### src/rtl/serial_pattern_tx.sv
// ============================================================================
//  Module   : serial_pattern_tx
//  Purpose  : Bit-serial pattern transmitter. Accepts a parallel pattern word
//             and a length through a valid/ready handshake, shifts the
//             selected bits out MSB-first (one per clock), flags the final
//             bit, then inserts a programmable idle gap.
//  Ports    : clk        - rising-edge clock
//             reset      - asynchronous active-high reset
//             pat_data   - pattern word, bits [L-1:0] transmitted
//             pat_len    - bit count; 0 or > WIDTH means WIDTH
//             pat_valid  - pattern offered
//             pat_ready  - pattern can be accepted (IDLE)
//             out_bit    - registered serial data (0 when not valid)
//             out_valid  - out_bit carries a pattern bit
//             out_last   - final bit of a pattern
//             busy       - SHIFT or GAP in progress
//  Revision : 1.0 - initial release
// ============================================================================
`timescale 1ns/1ps
`default_nettype none

module serial_pattern_tx #(
    parameter int WIDTH = 8,
    parameter int LEN_W = 5,
    parameter int GAP   = 1
) (
    input  logic             clk,
    input  logic             reset,
    input  logic [WIDTH-1:0] pat_data,
    input  logic [LEN_W-1:0] pat_len,
    input  logic             pat_valid,
    output logic             pat_ready,
    output logic             out_bit,
    output logic             out_valid,
    output logic             out_last,
    output logic             busy
);

    localparam logic [LEN_W-1:0] c_width    = LEN_W'(WIDTH);
    localparam logic [7:0]       c_gap_last = (GAP > 0) ? 8'(GAP - 1) : 8'd0;
    localparam bit               c_has_gap  = (GAP > 0);

    typedef enum logic [1:0] {
        ST_IDLE  = 2'd0,
        ST_SHIFT = 2'd1,
        ST_GAP   = 2'd2
    } state_t;

    state_t           r_state;
    logic [WIDTH-1:0] r_sreg;
    logic [LEN_W-1:0] r_cnt;
    logic [7:0]       r_gap_cnt;

    logic [LEN_W-1:0] w_len;
    logic [WIDTH-1:0] w_aligned;

    // Effective length: zero or oversize requests send the full word.
    assign w_len = ((pat_len == '0) || (pat_len > c_width)) ? c_width : pat_len;

    // Left-justify the selected bits so the first bit to send sits at the MSB;
    // the shifter then always takes its next bit from the top.
    assign w_aligned = pat_data << (c_width - w_len);

    assign pat_ready = (r_state == ST_IDLE);
    assign busy      = (r_state != ST_IDLE);

    always_ff @(posedge clk or posedge reset) begin
        if (reset) begin
            r_state   <= ST_IDLE;
            r_sreg    <= '0;
            r_cnt     <= '0;
            r_gap_cnt <= '0;
            out_bit   <= 1'b0;
            out_valid <= 1'b0;
            out_last  <= 1'b0;
        end else begin
            case (r_state)
                ST_IDLE: begin
                    if (pat_valid) begin
                        // First bit goes straight to the output register; the
                        // remaining bits stay queued in the shifter.
                        out_bit   <= w_aligned[WIDTH-1];
                        out_valid <= 1'b1;
                        out_last  <= (w_len == LEN_W'(1));
                        r_sreg    <= w_aligned << 1;
                        r_cnt     <= w_len - 1'b1;
                        r_state   <= ST_SHIFT;
                    end
                end

                ST_SHIFT: begin
                    // r_cnt is the index of the bit currently on out_bit.
                    if (r_cnt == '0) begin
                        out_bit   <= 1'b0;
                        out_valid <= 1'b0;
                        out_last  <= 1'b0;
                        if (c_has_gap) begin
                            r_gap_cnt <= c_gap_last;
                            r_state   <= ST_GAP;
                        end else begin
                            r_state   <= ST_IDLE;
                        end
                    end else begin
                        out_bit  <= r_sreg[WIDTH-1];
                        out_last <= (r_cnt == LEN_W'(1));
                        r_sreg   <= r_sreg << 1;
                        r_cnt    <= r_cnt - 1'b1;
                    end
                end

                ST_GAP: begin
                    if (r_gap_cnt == 8'd0) begin
                        r_state <= ST_IDLE;
                    end else begin
                        r_gap_cnt <= r_gap_cnt - 8'd1;
                    end
                end

                default: begin
                    r_state <= ST_IDLE;
                end
            endcase
        end
    end

endmodule

`default_nettype wire

### config.mk
export PLATFORM = sky130hd
export DESIGN_NAME = serial_pattern_tx
export DESIGN_NICKNAME = d
export VERILOG_FILES = /design/src/rtl/serial_pattern_tx.sv
export SDC_FILE = /design/constraint.sdc
export NUM_CORES = 1
export LEC_CHECK = 0
export CORE_MARGIN = 10
export CORE_UTILIZATION = 52
export CTS_CLUSTER_SIZE = 40
export DETAILED_ROUTE_END_ITERATION = 10
export PLACE_DENSITY = 0.73
export RECOVER_POWER = 50
export SLEW_MARGIN = 20
export SYNTH_ARGS = -nofsm -noshare
export SYNTH_HDL_FRONTEND = slang
export SYNTH_SLANG_ARGS = --single-unit
### constraint.sdc
create_clock -name clk -period 2.5 [get_ports clk]
set_input_delay 0.5 -clock clk [delete_from_list [all_inputs] [get_ports clk]]
set_output_delay 0.5 -clock clk [all_outputs]
set_load 0.02 [all_outputs]
# After elaboration in Yosys (flattened, before gate mapping)

Cells that the tools add are included.

Add/sub/neg operators: 4
$lt $le $gt $ge: 1
Eq/ne operators: 9
Shift operators: 1
Multiplexer cells: 23
Reduce and logical (&&, ||, !) cells: 13

Operator list:

| kind                  | count |
|---|---|
| $mux W8               | 4 |
| $pmux W8 S2           | 2 |
| $mux W5               | 3 |
| $reduce_and A3 Y1     | 4 |
| $eq A5 B1 Y1 const B  | 2 |
| $logic_not A5 Y1      | 2 |
| $ne A2 B2 Y1 const B  | 5 |
| $pmux W5 S2           | 1 |
| $sub A5 B1 Y5 const B | 2 |
| $logic_not A8 Y1      | 1 |
| $shl A8 B5 Y8         | 1 |
| $sub A8 B1 Y8 const B | 1 |
| $mux W1               | 6 |
| $mux W2               | 3 |
| $pmux W1 S2           | 3 |
| $pmux W2 S3           | 1 |
| $reduce_bool A2 Y1    | 3 |
| $gt A5 B4 Y1 const B  | 1 |
| $sub A4 B5 Y5 const A | 1 |
| $eq A2 B1 Y1 const B  | 1 |
| $eq A2 B2 Y1 const B  | 1 |
| $logic_not A2 Y1      | 1 |
| $reduce_and A2 Y1     | 1 |
| $logic_or A1 B1 Y1    | 1 |

Register bits: 26
Bits of input ports: 16
Output and inout port bits: 5

# Longest topological paths before layout

Gate-level depths: netlist of the first run.

Depth after elaboration: 7
Depth in mapped cells: 8
Depth with buffers taken out: 7

# Worst setup path after synthesis of the first run

No wires, ideal clock.

Path kind: input -> register
Start: input port pat_len[3]
End: register out_bit
Arrival time: 2.260 ns
Slack: 0.112 ns
Stages: 8
Path through: nor3b_2 buf_2 ha_1 buf_2 mux2_1 mux2_2 a21oi_1 a31oi_1

Cells in the longest elaborated chain, start to end: 7

RTL lines:

| element                                                 | RTL line | RTL |
|---|---|---|
| start, declared                                         | 30       | `input logic [LEN_W-1:0] pat_len,` |
| $gt A5 B4 Y1 / $logic_not A5 Y1 (equally long branches) | 58       | `assign w_len = ((pat_len == '0) \|\| (pat_len > c_width)) ? c_width : pat_len;` |
| $logic_or A1 B1 Y1                                      | 58       |  |
| $mux W5 *                                               | 58       |  |
| $sub A4 B5 Y5 *                                         | 62       | `assign w_aligned = pat_data << (c_width - w_len);` |
| $shl A8 B5 Y8 *                                         | 62       |  |
| $mux W1 *                                               | 79       | `if (pat_valid) begin` |
| $pmux W1 S2 *                                           | 77       | `case (r_state)` |
| end signal, assigned                                    | 82       | `out_bit <= w_aligned[WIDTH-1];` |
| end signal, assigned                                    | 104      | `out_bit <= r_sreg[WIDTH-1];` |
| end, declared                                           | 33       | `output logic out_bit,` |

Every way passes the cells marked *; elsewhere a longest branch is shown, timed or not. The select of a mux whose other input is x is not followed.
A chain may end at the register's enable or synchronous reset.

# Final worst setup path of the first run

Same ends and word-level chain as after synthesis.

==> run metrics, run 1 <==
Max Freq 428.6 MHz; EDFF count, synth 0; ratio of cells with drive above 1 in the final layout around 16%; fin worst setup slack 0.1667 ns; Routed Wire Length 3883 um; Synth area leader dfrtp_1; met1 Track Usage GR between 15 and 20%; GRT Util Overall ~13%; CP Launch Type input pin; pin count of the biggest net entering global routing 26; top-count cell post-synth dfrtp_1; worst slack, placed -0.1569 ns; VDD IR-drop max between 600 and 700 uV; final worst path period need 2.333 ns; top cells by count, synth 25 x dfrtp_1, 20 x nand2_1, 18 x nor2_1; TritonCTS clock tree yes; met2 Use GR 22.55%; Clock Latency Late Sink 0.31 ns; final hold vios 0; DRT Pass-1 Iters 4; Placed Cells 261; CTS Sinks 25; Mapped Area 0.001747 mm^2; Max FO, Critical Path 7; # port buffers 20; Worst Path Buf+Inv 1; relative slew slack 10.90%; Seq/Total Area, Yosys 35.82%; crit end category flip-flop; Post-CTS Setup Bufs 0; dpl cell area around 0.0021 mm^2; Worst-path clk slew 0.13 ns; Starting Density 55.84%; final instance area roughly 0.0021 mm^2; Synth top area share 35.82%; Slew Limit Fails 0; DR WL/cell about 15 um; crit share post-route 93.33%; Reg area 625.6 um^2; Die Area 0.006077 mm^2; Area contributors post-synth dfrtp_1 36%, mux2i_1 7.4%, ha_1 5.7%; P&R area growth vs syn 21.20%; grt met3 use under 10%; Top FF cell, synth dfrtp_1; critical path's top delay family multiplexers; Resize count post-CTS 0; initial antenna violation count 0; vias in the first global route 1,424; post-synthesis cell count 184; most frequent CP cell mux2_2; final clock skew 0.002343 ns; nets approximately 250; yosys synthesis warning count 0; async set-reset flop share out of synthesis 100.0%; Placer Congestion around 0.85; grt ovf 0; final setup vio count 0; Critical Path, Cell by Cell clkdlybuf4s50_1, nor2_1, nand2_1, ha_1, mux2_2, mux2_2, a21oi_1, a31oi_1; global-route wire length before repair 6582 um; PwrDens 945.2 mW/mm^2; Root Driver clkbuf_4; initial drt markers 101; Crit Path Category input pin to flip-flop; RSZ-0062 raised after global routing false; Synth Register Bits 25; Arr. time, crit path 2.54 ns; post-synth cell types 48; syn avg cell area 9.493 um^2; routed vias 1,465; Clock Tree Buf Depth 2; footprint of the multi-input gates 0.001037 mm^2; Post-DP HPWL 3180 um; # IOs 21; ANT cells 0; final core occ 67.68%; final cell count without fillers 265; die width 77.96 um; CTS buffer count 3; CP max stage cell clkdlybuf4s50_1; residual DRC count 0; Req. time, crit path 2.71 ns; worst hold path type flip-flop to flip-flop; TNS Setup 0 ns; Fillers 248; most used routing layer met2; number of vias per cell 5.528; placement row count 20; Clock H-tree levels 1; core box area ~0.0031 mm^2; Worst path max stage delay about 0.46 ns; Post-CTS Hold Buffers 0; status finished clean; Syn Nets 208; max cap viols 0; slew of the pin with the lowest slew margin between 1 and 1.5 ns; Die Ht approximately 80 um; Post-DRT Antenna Nets 0; Lkg Pwr ~0.00095 uW
power by group:
| group | switching (uW) | internal [uW] | leakage [uW] |
|---|---|---|---|
| combinational | 598 | 519 | 0.000614 |
| sequential | 144 | 562 | 0.000320 |
| clock | 115 | 62.3 | 0.0000150 |
| total | 857 | 1140 | 0.000949 |
placed cells by master, fill, tap and decap left out, types with 3 or more instances in the layout:
cell and count:
a21oi_1 6, a31oi_1 6, buf_4 18, clkbuf_4 3, clkdlybuf4s50_1 19, dfrtp_1 25
ha_1 8, inv_1 8, mux2_1 6, mux2i_1 13, nand2_1 20, nand2b_1 3
nand3_1 6, nor2_1 18, nor3b_1 3, nor4_1 3, o211ai_1 3, o21ai_1 5
or2_1 3, xnor2_1 4
logic make-up (layout without fill, tap and decap cells):
logic type / after synthesis / after routing / share of synthesized area [%]
and+or+nand+nor: 76 / 76 / 25.14
buffers and inverters: 15 / 52 / 4.297
adders and majority gates: 8 / 8 / 5.731
AOI/OAI and AO/OA: 34 / 34 / 13.47
muxes: 21 / 21 / 12.61
DFF: 25 / 25 / 35.82
xor gates and xnor gates: 5 / 5 / 2.937
through the flow:
| step | power, uW | hold WS, ns |
|---|---|---|
| final | 2001 | 0.4925 |
| after global routing | 2193 | 0.5164 |
| after global placement | 1794 | 0.4593 |
| after detailed placement | 1847 | 0.4663 |
| after floorplan | 1547 | 0.4693 |
| after CTS | 2025 | 0.4956 |
registers in the layout, indices dropped and copies added (netlist names):
name / cells
r_cnt: 5
out_valid: 1
out_last: 1
r_sreg: 7
r_state: 2
r_gap_cnt: 8
out_bit: 1
worst paths after layout:
kind,start,end,slack (ns),cells after the start
setup / recovery,pat_len[3],out_bit$_DFFE_PP0P_,0.17,8
hold / removal,out_valid$_DFFE_PP0P_,out_valid$_DFFE_PP0P_,0.49,1
setup reg to reg,r_cnt[1]$_DFFE_PP0P_,r_sreg[2]$_DFFE_PP0P_,0.27,7
hold reg to reg,out_valid$_DFFE_PP0P_,out_valid$_DFFE_PP0P_,0.49,1
max in group asynchronous,reset,r_gap_cnt[6]$_DFFE_PP0P_,0.66,3
min in group asynchronous,reset,r_gap_cnt[5]$_DFFE_PP0P_,1.05,3
layout make-up:
class,count,area share [%]
inverter,9,1.596
clock buffer,4,1.241
tap,44,2.600
sequential,25,29.55
timing repair buffer,39,16.02
multi-input combinational,144,49.00
worst reg2reg max path, cell delays in order (launching register included):
cell and delay [ns]:
dfrtp_1 0.41, inv_1 0.12, ha_1 0.21, nor4b_2 0.55, o21bai_1 0.41, buf_4 0.28
nor2_1 0.09, a31oi_1 0.05
per-layer routing:
| metal | vias up | routed length [um] |
|---|---|---|
| met2 | 35 | 1976 |
| met4 | 0 | 9 |
| li1 | 736 | - |
| met3 | 2 | 170 |
| met1 | 692 | 1726 |
| met5 | - | 0 |
Note: power is estimated with default switching activity, not from simulation.
==> run 2, diff against run 1 <==
ABC_CLOCK_PERIOD_IN_PS = 2500   (was unset)
CORE_UTILIZATION = 60   (was 52)
PLACE_DENSITY = 0.83   (was 0.73)
==> run metrics, run 2 (same netlist as run 1, synthesis figures left out) <==
Worst path max stage delay 0.60 ns (+0.14 ns); Die Area 0.005469 mm^2 (-10%); fin worst setup slack 0.1800 ns (+0.01329 ns); max reg flops 8 (unchanged); worst slack, placed -0.1691 ns (-0.01216 ns); crit share post-route 92.80% (-0.53 points); Placer Congestion 0.9031 (+5.8%); placement row count 19 (-5.0%); Req. time, crit path 2.00 ns (-0.71 ns); top flop regs r_gap_cnt (8), r_sreg (7), r_cnt (5); Post-DP HPWL 3093 um (-2.8%); max cap viols 0 (unchanged); slew of the pin with the lowest slew margin 1.309 ns (-0.02789 ns); number of vias per cell 5.864 (+6.1%); Clock H-tree levels 1 (unchanged); Starting Density 62.80% (+7.0 points); Post-CTS Hold Buffers 0 (unchanged); P&R area growth vs syn 20.20%; Slew Limit Fails 0 (unchanged); global-route wire length before repair 6354 um (-3.5%); Sw Pwr 886.7 uW (+3.4%); CTS buffer count 3 (unchanged); Clock Tree Buf Depth 2 (unchanged); final core occ 75.48% (+7.8 points); met1 wire length 1706 um (-1.2%); Clock Latency Late Sink 0.33 ns (+0.02 ns); TritonCTS clock tree yes; Post-DRT Antenna Nets 0 (unchanged); GRT Util Overall 14.18% (+1.3 points); Comb power frac 55.6% (-0.3 points); Max FO, Critical Path 7 (unchanged); final worst path period need 2.320 ns (-0.01329 ns); Resize count post-CTS 0 (unchanged); nets 244 (-0.81%); Post-CTS Setup Bufs 0 (unchanged); switching share of power 43.48% (+0.63 points); vias in the first global route 1,407 (-1.2%); TNS Setup 0 ns (unchanged); Lkg Pwr 0.0009439 uW (-0.59%); DR WL met3 152 um (-11%); PwrDens 971.3 mW/mm^2 (+2.8%); Worst Path Buf+Inv 2 (+1); Max Used Layer met4; Met2 Wirelength 1934 um (-2.1%); worst hold margin 0.5003 ns (+0.007884 ns); status finished clean; commonest cells after routing, fill and taps aside 25 x dfrtp_1, 20 x nand2_1, 19 x clkdlybuf4s50_1, 18 x nor2_1, 15 x buf_4; most flop-heavy register r_gap_cnt; grt ovf 0 (unchanged); pin count of the biggest net entering global routing 26 (unchanged); Root Driver clkbuf_4; Crit Path Category flip-flop to output pin; initial drt markers 100 (-0.99%); die width 73.96 um (-5.1%); final clock skew 0.01374 ns (+0.01140 ns); VDD IR-drop max 813.5 uV (+22%); worst hold path type flip-flop to flip-flop; Worst-path clk slew 0.15 ns (+0.02 ns); final setup vio count 0 (unchanged); crit end category output pin; RSZ-0062 raised after global routing false; Max Freq 431.0 MHz (+0.57%); most common cell after layout, fill and taps aside dfrtp_1; relative slew slack 12.75% (+1.9 points); CTS Sinks 25 (unchanged); critical path's top delay family buffers and inverters; CP max stage cell clkdlybuf4s50_1; CP Launch Type flip-flop; residual DRC count 0 (unchanged); ANT cells 0 (unchanged); Routed Wire Length 3813 um (-1.8%); DRT Pass-1 Iters 4 (unchanged); # IOs 21 (unchanged); DR WL/cell 15.25 um (+4.1%); routed vias 1,466 (+0.068%); initial antenna violation count 0 (unchanged); core box area 0.002781 mm^2 (-11%); Critical Path, Cell by Cell or2_2, inv_1, clkdlybuf4s50_1; clock share of power 9.6% (+0.7 points); Flop pwr share 34.8% (-0.5 points); final hold vios 0 (unchanged); overall power 2039 uW (+1.9%); Die Ht 73.96 um (-5.1%); ratio of cells with drive above 1 in the final layout 15.53% (-0.31 points); Arr. time, crit path 1.82 ns (-0.72 ns); Internal Pwr Total 1153 uW (+0.78%); # port buffers 20 (unchanged)
==> run 2: changes by cell type in the layout (fill, tap and decap cells not counted) <==
cell / change
o21bai_1: -1
nor4b_4: +1
nor4b_2: -1
inv_6: +1
o21bai_2: +1
buf_4: -3
==> run 2: per-layer routing <==
metal,GRT usage (%),up-vias
met5,0,-
met4,3.520,0
met3,2.128,4
met2,23.58,39
met1,18.79,691
li1,-,732
==> run 2: stage by stage <==
stage | cell area [um^2] | cells
floorplan | 1747 | 184
global placement | 2072 | 246
detailed placement | 2072 | 246
CTS | 2103 | 250
global route | 2100 | 250
finish | 2100 | 250
==> run 2: path summary, 6_finish.rpt <==
kind | slack [ns] | cells past startpoint | end | start
min | 0.50 | 1 | out_valid$_DFFE_PP0P_ | out_valid$_DFFE_PP0P_
max | 0.18 | 3 | pat_ready | r_state[1]$_DFFE_PP0P_
max in group asynchronous | 0.69 | 3 | r_sreg[4]$_DFFE_PP0P_ | reset
min reg2reg | 0.50 | 1 | out_valid$_DFFE_PP0P_ | out_valid$_DFFE_PP0P_
min in group asynchronous | 1.03 | 3 | r_cnt[3]$_DFFE_PP0P_ | reset
max reg2reg | 0.52 | 7 | r_gap_cnt[1]$_DFFE_PP0P_ | r_cnt[0]$_DFFE_PP0P_
==> run 2: cell type report <==
cell class | instances | area (um^2)
timing repair buffer | 37 | 320.3
multi-input combinational | 144 | 1050
fill | 191 | 681.9
clock inverter | 1 | 8.758
inverter | 9 | 33.78
tap | 31 | 38.79
clock buffer | 3 | 22.52
sequential | 25 | 625.6
==> run 2: power groups by stage <==
| stage | Clock (uW) | Combinational (uW) | Sequential [uW] |
|---|---|---|---|
| after floorplan | 0 | 840 | 706 |
| after global placement | 0 | 1090 | 707 |
| after detailed placement | 0 | 1130 | 717 |
| after CTS | 204 | 1130 | 709 |
| after global routing | 217 | 1260 | 736 |
| final | 196 | 1130 | 711 |
==> run 3, diff against run 2 <==
CORE_UTILIZATION = 38   (was 60)
PLACE_DENSITY = 0.56   (was 0.83)
REMOVE_ABC_BUFFERS = 1   (was unset)
==> run metrics, run 3 (same netlist as run 1, synthesis figures left out) <==
status finished clean; CTS buffer count 3 (unchanged); final clock skew 0.004685 ns (-0.009059 ns); Worst-path clk slew 0.08 ns (-0.07 ns); routed vias 1,435 (-2.1%); number of vias per cell 5.237 (-11%); core box area 0.004414 mm^2 (+59%); most flop-heavy register r_gap_cnt; global-route wire length before repair 7162 um (+13%); Worst Path Buf+Inv 1 (-1); TNS Setup 0 ns (unchanged); die width 87.80 um (+19%); Die Area 0.007708 mm^2 (+41%); VDD IR-drop max 293.4 uV (-64%); slew of the pin with the lowest slew margin 1.357 ns (+0.04851 ns); Clock Latency Late Sink 0.26 ns (-0.07 ns); crit end category flip-flop; Post-CTS Setup Bufs 0 (unchanged); placement row count 24 (+5); Max Freq 421.6 MHz (-2.2%); Starting Density 39.57% (-23 points); max reg flops 8 (unchanged); GRT Util Overall 11.15% (-3.0 points); Critical Path, Cell by Cell clkdlybuf4s50_1, nor2_1, nand2_1, ha_1, mux2_2, mux2_2, a21oi_1, a31oi_1; Lkg Pwr 0.0009678 uW (+2.5%); Clock Tree Buf Depth 2 (unchanged); crit share post-route 94.87% (+2.1 points); worst slack, placed -0.1404 ns (+0.02868 ns); most common cell after layout, fill and taps aside dfrtp_1; final instance area 0.002168 mm^2 (+3.3%); ANT cells 0 (unchanged); final setup vio count 0 (unchanged); path depth of the worst reg2reg path 7 (unchanged); relative slew slack 9.521% (-3.2 points); nets 247 (+1.2%); dpl cell area 0.002121 mm^2 (+2.4%); Die Ht 87.80 um (+19%); P&R area growth vs syn 24.14%; commonest cells after routing, fill and taps aside 25 x dfrtp_1, 20 x nand2_1, 19 x clkdlybuf4s50_1, 19 x buf_4, 18 x nor2_1; Hold Crit Depth 1 (unchanged); RSZ-0062 raised after global routing false; Post-CTS Hold Buffers 0 (unchanged); Slew Limit Fails 0 (unchanged); Placer Congestion 0.8739 (-3.2%); final worst path period need 2.372 ns (+0.05181 ns); TritonCTS clock tree yes; initial drt markers 89 (-11%); DRT Pass-1 Iters 4 (unchanged); residual DRC count 0 (unchanged); worst hold margin 0.5052 ns (+0.004911 ns); Post-DP HPWL 3187 um (+3.0%); fin worst setup slack 0.1282 ns (-0.05181 ns); Req. time, crit path 2.65 ns (+0.65 ns); ratio of cells with drive above 1 in the final layout 16.22% (+0.69 points); worst hold path type flip-flop to flip-flop; max cap viols 0 (unchanged); critical path's top delay family multiplexers; CP Launch Type input pin; Crit Path Category input pin to flip-flop; # port buffers 20 (unchanged); vias in the first global route 1,562 (+11%); Routed Wire Length 3910 um (+2.5%); Arr. time, crit path 2.52 ns (+0.70 ns); CP max stage cell clkdlybuf4s50_1; Root Driver clkbuf_8; CTS Sinks 25 (unchanged); PwrDens 958.4 mW/mm^2 (-1.3%); pin count of the biggest net entering global routing 26 (unchanged); DR WL/cell 14.27 um (-6.4%); Post-DRT Antenna Nets 0 (unchanged); most frequent CP cell mux2_2; Clock H-tree levels 1 (unchanged); final hold vios 0 (unchanged); Worst path max stage delay 0.48 ns (-0.12 ns); Max FO, Critical Path 6 (-1); Resize count post-CTS 0 (unchanged); Worst path depth 8 (+5); top flop regs r_gap_cnt (8), r_sreg (7), r_cnt (5); grt ovf 0 (unchanged); final core occ 49.12% (-26 points); initial antenna violation count 0 (unchanged); # IOs 21 (unchanged)
==> run 3: stage by stage <==
| stage | total power [uW] | cells |
|---|---|---|
| 6_report | 2078 | 274 |
| 2_1_floorplan | 1483 | 178 |
| 5_1_grt | 2292 | 274 |
| 4_1_cts | 2110 | 274 |
| 3_5_place_dp | 1869 | 270 |
| 3_3_place_gp | 1830 | 270 |
==> run 3: power by group <==
part | switching, uW | total, uW | internal [uW]
clock network | 123 | 236 | 114
registers | 149 | 712 | 562
logic | 602 | 1130 | 528
==> run 3: area by class of cell <==
class | count | area [um^2]
Multi-Input combinational cell | 144 | 1052
Sequential cell | 25 | 625.6
Clock buffer | 4 | 45.04
Timing Repair Buffer | 40 | 346.6
Fill cell | 404 | 2246
Tap cell | 52 | 65.06
Inverter | 9 | 33.78
==> run 3: worst paths after layout <==
check | from | end | slack (ns)
max reg2reg | r_cnt[0]$_DFFE_PP0P_ | r_sreg[2]$_DFFE_PP0P_ | 0.34
min reg2reg | out_valid$_DFFE_PP0P_ | out_valid$_DFFE_PP0P_ | 0.51
max in group asynchronous | reset | r_cnt[1]$_DFFE_PP0P_ | 0.58
min | out_valid$_DFFE_PP0P_ | out_valid$_DFFE_PP0P_ | 0.51
min in group asynchronous | reset | r_gap_cnt[0]$_DFFE_PP0P_ | 1.13
max | pat_len[3] | out_bit$_DFFE_PP0P_ | 0.13
==> run 3: layer usage <==
metal / share of wire (%) / vias to the layer above / track usage [%] / wire length [um]
li1: - / 733 / - / -
met1: 43 / 673 / 13.49 / 1686
met2: 51 / 27 / 19.31 / 1993
met3: 5.0 / 2 / 2.414 / 194
met4: 0.90 / 0 / 3.188 / 35
met5: 0 / - / 0 / 0
